$ cat src/rtl/fetch_pkg.sv
// Shared definitions for the fetch-stage sequencer: state encoding and
// default widths used by the sequencer and anything that inspects its state.
package fetch_pkg;

    typedef enum logic [1:0] {
        RUN   = 2'd0,
        STALL = 2'd1,
        FLUSH = 2'd2,
        HALT  = 2'd3
    } fetch_state_t;

    localparam int unsigned PC_W_DEFAULT = 6;
    localparam int unsigned FETCH_CNT_W  = 8;

endpackage : fetch_pkg

$ cat src/rtl/fetch_sequencer.sv
// Next-PC and fetch-control generator: chooses increment, redirect, stall or
// halt each cycle and times the IF/ID flush window after a redirect.
module fetch_sequencer
    import fetch_pkg::*;
#(
    parameter int unsigned PC_W           = PC_W_DEFAULT,
    parameter int unsigned RESET_VEC      = 0,
    parameter int unsigned BRANCH_PENALTY = 1
) (
    input  logic                   clck,
    input  logic                   rst,
    input  logic [PC_W-1:0]        pc_cur,
    input  logic                   stall_req,
    input  logic [1:0]             stall_cycles,
    input  logic                   branch_taken,
    input  logic [PC_W-1:0]        branch_target,
    input  logic                   halt,
    output logic [PC_W-1:0]        pc_next,
    output logic                   pc_write,
    output logic                   if_id_write,
    output logic                   if_id_flush,
    output logic [FETCH_CNT_W-1:0] fetch_count,
    output logic [1:0]             state
);

    fetch_state_t state_q, state_d;
    logic [1:0]   cnt_q, cnt_d;

    // NOTE: every output and next-state signal gets a default first so no path
    // through the priority chain leaves one unassigned (which would infer a latch).
    always_comb begin
        state_d     = state_q;
        cnt_d       = cnt_q;
        pc_next     = pc_cur + PC_W'(1);
        pc_write    = 1'b1;
        if_id_write = 1'b1;
        if_id_flush = 1'b0;

        if (rst) begin
            pc_next     = PC_W'(RESET_VEC);
            pc_write    = 1'b0;
            if_id_write = 1'b0;
            if_id_flush = 1'b1;
        end else if (halt || state_q == HALT) begin
            state_d     = HALT;
            pc_next     = pc_cur;
            pc_write    = 1'b0;
            if_id_write = 1'b0;
        end else if (branch_taken) begin
            // A redirect also aborts any stall or flush still counting down.
            pc_next     = branch_target;
            if_id_flush = 1'b1;
            if (BRANCH_PENALTY > 0) begin
                cnt_d   = 2'(BRANCH_PENALTY);
                state_d = FLUSH;
            end else begin
                cnt_d   = 2'd0;
                state_d = RUN;
            end
        end else if (state_q == STALL) begin
            pc_next     = pc_cur;
            pc_write    = 1'b0;
            if_id_write = 1'b0;
            cnt_d       = cnt_q - 2'd1;
            if (cnt_q <= 2'd1) begin
                state_d = RUN;
            end
        end else if (stall_req) begin
            pc_next     = pc_cur;
            pc_write    = 1'b0;
            if_id_write = 1'b0;
            if (stall_cycles != 2'd0) begin
                cnt_d   = stall_cycles;
                state_d = STALL;
            end else begin
                cnt_d   = 2'd0;
                state_d = RUN;
            end
        end else if (state_q == FLUSH) begin
            if_id_flush = 1'b1;
            cnt_d       = cnt_q - 2'd1;
            if (cnt_q <= 2'd1) begin
                state_d = RUN;
            end
        end
    end

    // NOTE: sequential state uses non-blocking assignments so every register
    // samples the pre-edge values regardless of statement order.
    always_ff @(posedge clck) begin
        if (rst) begin
            state_q     <= RUN;
            cnt_q       <= 2'd0;
            fetch_count <= '0;
        end else begin
            state_q <= state_d;
            cnt_q   <= cnt_d;
            if (pc_write && fetch_count != '1) begin
                fetch_count <= fetch_count + 1'b1;
            end
        end
    end

    assign state = state_q;

endmodule : fetch_sequencer

$ cat config.mk
export PLATFORM = sky130hd
export DESIGN_NAME = fetch_sequencer
export DESIGN_NICKNAME = d
export VERILOG_FILES = /design/src/rtl/fetch_pkg.sv /design/src/rtl/fetch_sequencer.sv
export SDC_FILE = /design/constraint.sdc
export NUM_CORES = 1
export LEC_CHECK = 0
export BUFFER_PORTS_ARGS = -buffer_cell sky130_fd_sc_hd__clkbuf_2
export CORE_MARGIN = 5
export CORE_UTILIZATION = 45
export CTS_CLUSTER_SIZE = 25
export DETAILED_ROUTE_END_ITERATION = 12
export PLACE_DENSITY = 0.75
export SETUP_SLACK_MARGIN = 0.5
export SYNTH_ARGS = -nofsm -noshare
export SYNTH_HDL_FRONTEND = slang
export SYNTH_SLANG_ARGS = --single-unit
$ cat constraint.sdc
create_clock -name clck -period 3.66 [get_ports clck]
set_clock_uncertainty 0.05 [all_clocks]
set_input_delay 0.366 -clock clck [delete_from_list [all_inputs] [get_ports clck]]
set_output_delay 0.366 -clock clck [all_outputs]
set_load 0.01 [all_outputs]
# ---- Yosys cells after proc, flatten, opt, wreduce, memory -nomap -nowiden
# Index checks and enable logic that the tools add are counted.
dict set report totals {
  register_bits 12
  in_bits 19
  output_inout_bits 19
  wordCells 46
}
dict set report classes {
  add_sub_neg 3
  order_cmp 1
  n_eq_ne 4
  muxes 28
  n_bitwise 1
  n_reduce_logical 6
}
# cell count
set op_table {}
lappend op_table {{$mux W6} 5}
lappend op_table {{$mux W2} 11}
lappend op_table {{$mux W1} 12}
lappend op_table {{$add A8 B1 Y8 const B} 1}
lappend op_table {{$ne A8 B8 Y1 const B} 1}
lappend op_table {{$add A6 B1 Y6 const B} 1}
lappend op_table {{$reduce_bool A5 Y1} 1}
lappend op_table {{$eq A2 B2 Y1 const B} 2}
lappend op_table {{$reduce_bool A4 Y1} 1}
lappend op_table {{$eq A2 B1 Y1 const B} 1}
lappend op_table {{$le A2 B1 Y1 const B} 1}
lappend op_table {{$reduce_and A2 Y1} 1}
lappend op_table {{$reduce_bool A2 Y1} 1}
lappend op_table {{$sub A2 B1 Y2 const B} 1}
lappend op_table {{$logic_and A1 B1 Y1} 1}
lappend op_table {{$logic_or A1 B1 Y1} 1}
lappend op_table {{$not A1 Y1} 1}

# ---- Longest topological paths before layout
dict set report logic_depth {
  word_depth 7
  depth_mapped 6
  depth_no_buf 6
}

# ---- Worst setup path before layout
# Ideal clock, no wire load.
dict set report synth_path {
  path_type {register to output}
  startpoint {reg state_q[1], in the netlist state[1]}
  endpoint {out pc_next[0]}
  arrival_time_ps 1661
  required_time_ps 3244
  path_slack_ps 1583
  stages_incl_launch_ff 7
  path_buffers 0
  path_cell_list {dfxtp_1 inv_1 ha_1 or2_2 or3_1 a21o_1 a31oi_1}
}
dict set report synth_between {
  elab_chain_len 5
  word_cells_on_any_way 7
}
# item line_no
set synth_rtl {}
lappend synth_rtl {{from (decl)} fetch_sequencer.sv:26} ;# fetch_state_t state_q, state_d;
lappend synth_rtl {{from (signal assigned)} fetch_sequencer.sv:96} ;# state_q <= state_d;
lappend synth_rtl {{$eq A2 B1 Y1} fetch_sequencer.sv:60} ;# end else if (state_q == STALL) begin
lappend synth_rtl {{$mux W6} fetch_sequencer.sv:60}
lappend synth_rtl {{$mux W6} fetch_sequencer.sv:49} ;# end else if (branch_taken) begin
lappend synth_rtl {{$mux W6 *} fetch_sequencer.sv:44} ;# end else if (halt || state_q == HALT) begin
lappend synth_rtl {{$mux W6 *} fetch_sequencer.sv:39} ;# if (rst) begin
lappend synth_rtl {{to (decl)} fetch_sequencer.sv:18} ;# output logic [PC_W-1:0] pc_next,
# Every way passes the cells marked *; elsewhere a longest branch is shown, timed or not.

# ---- Worst setup path after layout
dict set report layout_path {
  startpoint {reg state_q[0], in the netlist state[0]}
  endpoint {out pc_next[3]}
}
# The elaborated chain is that of the path after synthesis.

==> results_dict.tcl <==
set metrics [dict create \
    hp-class "in2reg" \
    reg2reg_from "state[0]" \
    synth_area_per_cell_um2 7.70 \
    clk_pin_slew_ps 90 \
    crit_chain "ha_1 -> or2_1 -> or4_1 -> a31oi_1 -> clkbuf_2" \
    hold_violations 0 \
    hold_end "cnt_q[0]" \
    viasPerCell 5.88 \
    r2r_cells 5 \
    layout_commonest_cell "clkbuf_2" \
    ctsHoldBuffers 0 \
    rsz0062_at_grt "false" \
    power.internal_mw 0.236 \
    netlist_area_um2 978 \
    ios 38 \
    h-tree-depth 1 \
    worst_ep_arrival_time_ps 2160 \
    crit_type "reg2out" \
    yosysTopAreaCellShare 0.246 \
    hold_start "stall_cycles[0]" \
    cts_buffers 3 \
    slowest_delay_ps 520 \
    synth_edf_count 0 \
    cts_setup_buffers 0 \
    holdPathStages 4 \
    cts_tree "built" \
    max_slew_margin 0.626 \
    fmaxAchievable_mhz 389 \
    ys_seq_elements 12 \
    use_met1 0.197 \
    start_util 0.484 \
    critical_path_buf_inv_count 1 \
    required_ps 3240 \
    final_max_slew_viol_count 0 \
    nets 188 \
    combPwrFrac 0.274 \
    drt_iter0_drc 21 \
    die_w_um 56.6 \
    async_flop_share 0 \
    crit_path_end_kind "primary output" \
    grt_util_met3 0.0413 \
    rows 16 \
    power.density_mw_per_mm2 293 \
    die_y_um 56.6 \
    min_period_ps 2570 \
    switchingPower_mw 0.115 \
    worst_pin_slew_ps 559 \
    fin_crit_sh 0.703 \
    fin_setup_tns_ps 0 \
    pre_cts_ws_ps 1410 \
    post_cts_resized 0 \
    gp_congestion 0.813 \
    ys_seq_area_frac 0.246 \
    synth_ff_type "dfxtp_1" \
    sw_frac_of_total 0.328 \
    cp_max_fo 14 \
    core_mm2 0.00202 \
    dieArea_mm2 0.00321 \
    worstSetupStartpointType "register" \
    syn_to_final_growth_pct 22.5 \
    r2r-end "state[0]" \
    cpMaxStageDelayCell "or4_1" \
    synthesis.instances 127 \
    regToRegSetupSlack_ps 1720 \
    clock_path_buffers 2 \
    irDropWorstVdd_mv 0.217 \
    n_antenna_cell 0 \
    drive_above_1_share 0.290 \
    yosysTopAreaCell "dfxtp_1" \
    drc 0 \
    synth_cell_types 45 \
    max_cap_viol_count 0 \
    total_leakage_power_nw 0.523 \
    antenna_found_initial 0 \
    gr-usage-met2 0.279 \
    overflow 0 \
    io_buffer_count 37 \
    grt_start_max_net_pins 22 \
    cts_sinks 12 \
    wirelength_mm 2.63 \
    synth_nets 152 \
    ys_warn_count 0 \
    dr.pass1.iters 4 \
    setup_viol 0 \
    routed-via-count 1111 \
    synthTopCellsByArea "dfxtp_1, ha_1, a21oi_1" \
    clockRootBuffer "clkbuf_4" \
    clk_latency_ps 280 \
    dp_hpwl_mm 1.94 \
    setup_slack_ps 1090 \
    detail-route-antenna-nets 0 \
    first_global_vias 1023 \
    grt-busiest-layer "met2" \
    grt_pass1_wl_mm 4.33 \
    status "complete, no violations" \
    most-common-layout-cells "clkbuf_2, a21oi_1, dfxtp_1, nor2_1" \
    p_seq_frac 0.402 \
    grt_util_all_layers 0.166 \
    wire_per_inst_um 13.9 \
    clockPowerShare 0.324 \
    critical-path-top-delay-family "simple AND/OR/NAND/NOR gates" \
]
## registers in the layout, indices dropped and copies added (netlist names)
| signal | flops |
|---|---|
| cnt_q | 2 |
| fetch_count | 8 |
| state | 2 |
## logic make-up after synthesis
kind of cell | count (synthesis) | synth area share
AND/OR/NAND/NOR | 47 | 0.272
AO/OA/AOI/OAI | 44 | 0.298
buffers and inverters | 14 | 0.0665
flip-flops | 12 | 0.246
adder cells (fa/ha/maj) | 6 | 0.0767
multiplexers | 3 | 0.0320
XOR/XNOR | 1 | 0.00895
## routing by layer
layer | wire length, µm | up-vias
li1 | - | 552
met1 | 1160 | 512
met2 | 1220 | 41
met3 | 205 | 6
met4 | 42 | 0
met5 | 0 | -
## how the worst max path moves through the flow
stage	to	slack (ps)	start	depth (start not counted)
2_1_floorplan	pc_next[0]	1580	state[1]	6
3_3_place_gp	pc_next[3]	1450	state[0]	5
3_5_place_dp	pc_next[3]	1410	state[0]	5
4_1_cts	pc_next[3]	1090	state[0]	5
5_1_grt	pc_next[3]	930	state[0]	5
6_report	pc_next[3]	1090	state[0]	5
## area by class of cell
type / instances / area, µm²
Inverter: 8 / 30.0
Sequential cell: 12 / 240
Clock buffer: 4 / 36.3
Multi-Input combinational cell: 101 / 673
Tap cell: 27 / 33.8
Fill cell: 209 / 823
Timing Repair Buffer: 37 / 185
## power by group through the flow
stage | logic [mW] | clock network (mW) | registers [mW]
after floorplan | 0.0605 | 0 | 0.145
after global placement | 0.0923 | 0 | 0.144
after detailed placement | 0.0945 | 0 | 0.144
after CTS | 0.0957 | 0.115 | 0.141
after global routing | 0.107 | 0.123 | 0.142
final | 0.0961 | 0.114 | 0.141
## per-stage QoR
stage	util	instances	power [mW]	hold slack [ps]	cell area, µm²
floorplan	-	127	0.205	396	978
global placement	0.575	185	0.236	418	1160
detailed placement	0.575	185	0.238	422	1160
CTS	0.593	189	0.352	428	1200
global route	0.593	189	0.371	457	1200
finish	0.593	189	0.351	432	1200
## synthesized netlist by cell type, drive strengths merged (4+ instances only)
cell type	n
nand4	4
dfxtp	12
nor2	10
inv	8
or2	4
a21oi	12
and3	5
nand3	5
ha	6
nand2	7
o21ai	9
## worst reg2reg max path: cells and delay by family, from the launching register on
kind            cells  cell delay [ps]
simple gates        2              930
compound gates      2              260
fa+ha+maj           1              260
flops               1              350
No activity file was read; power rests on OpenSTA's default activity.
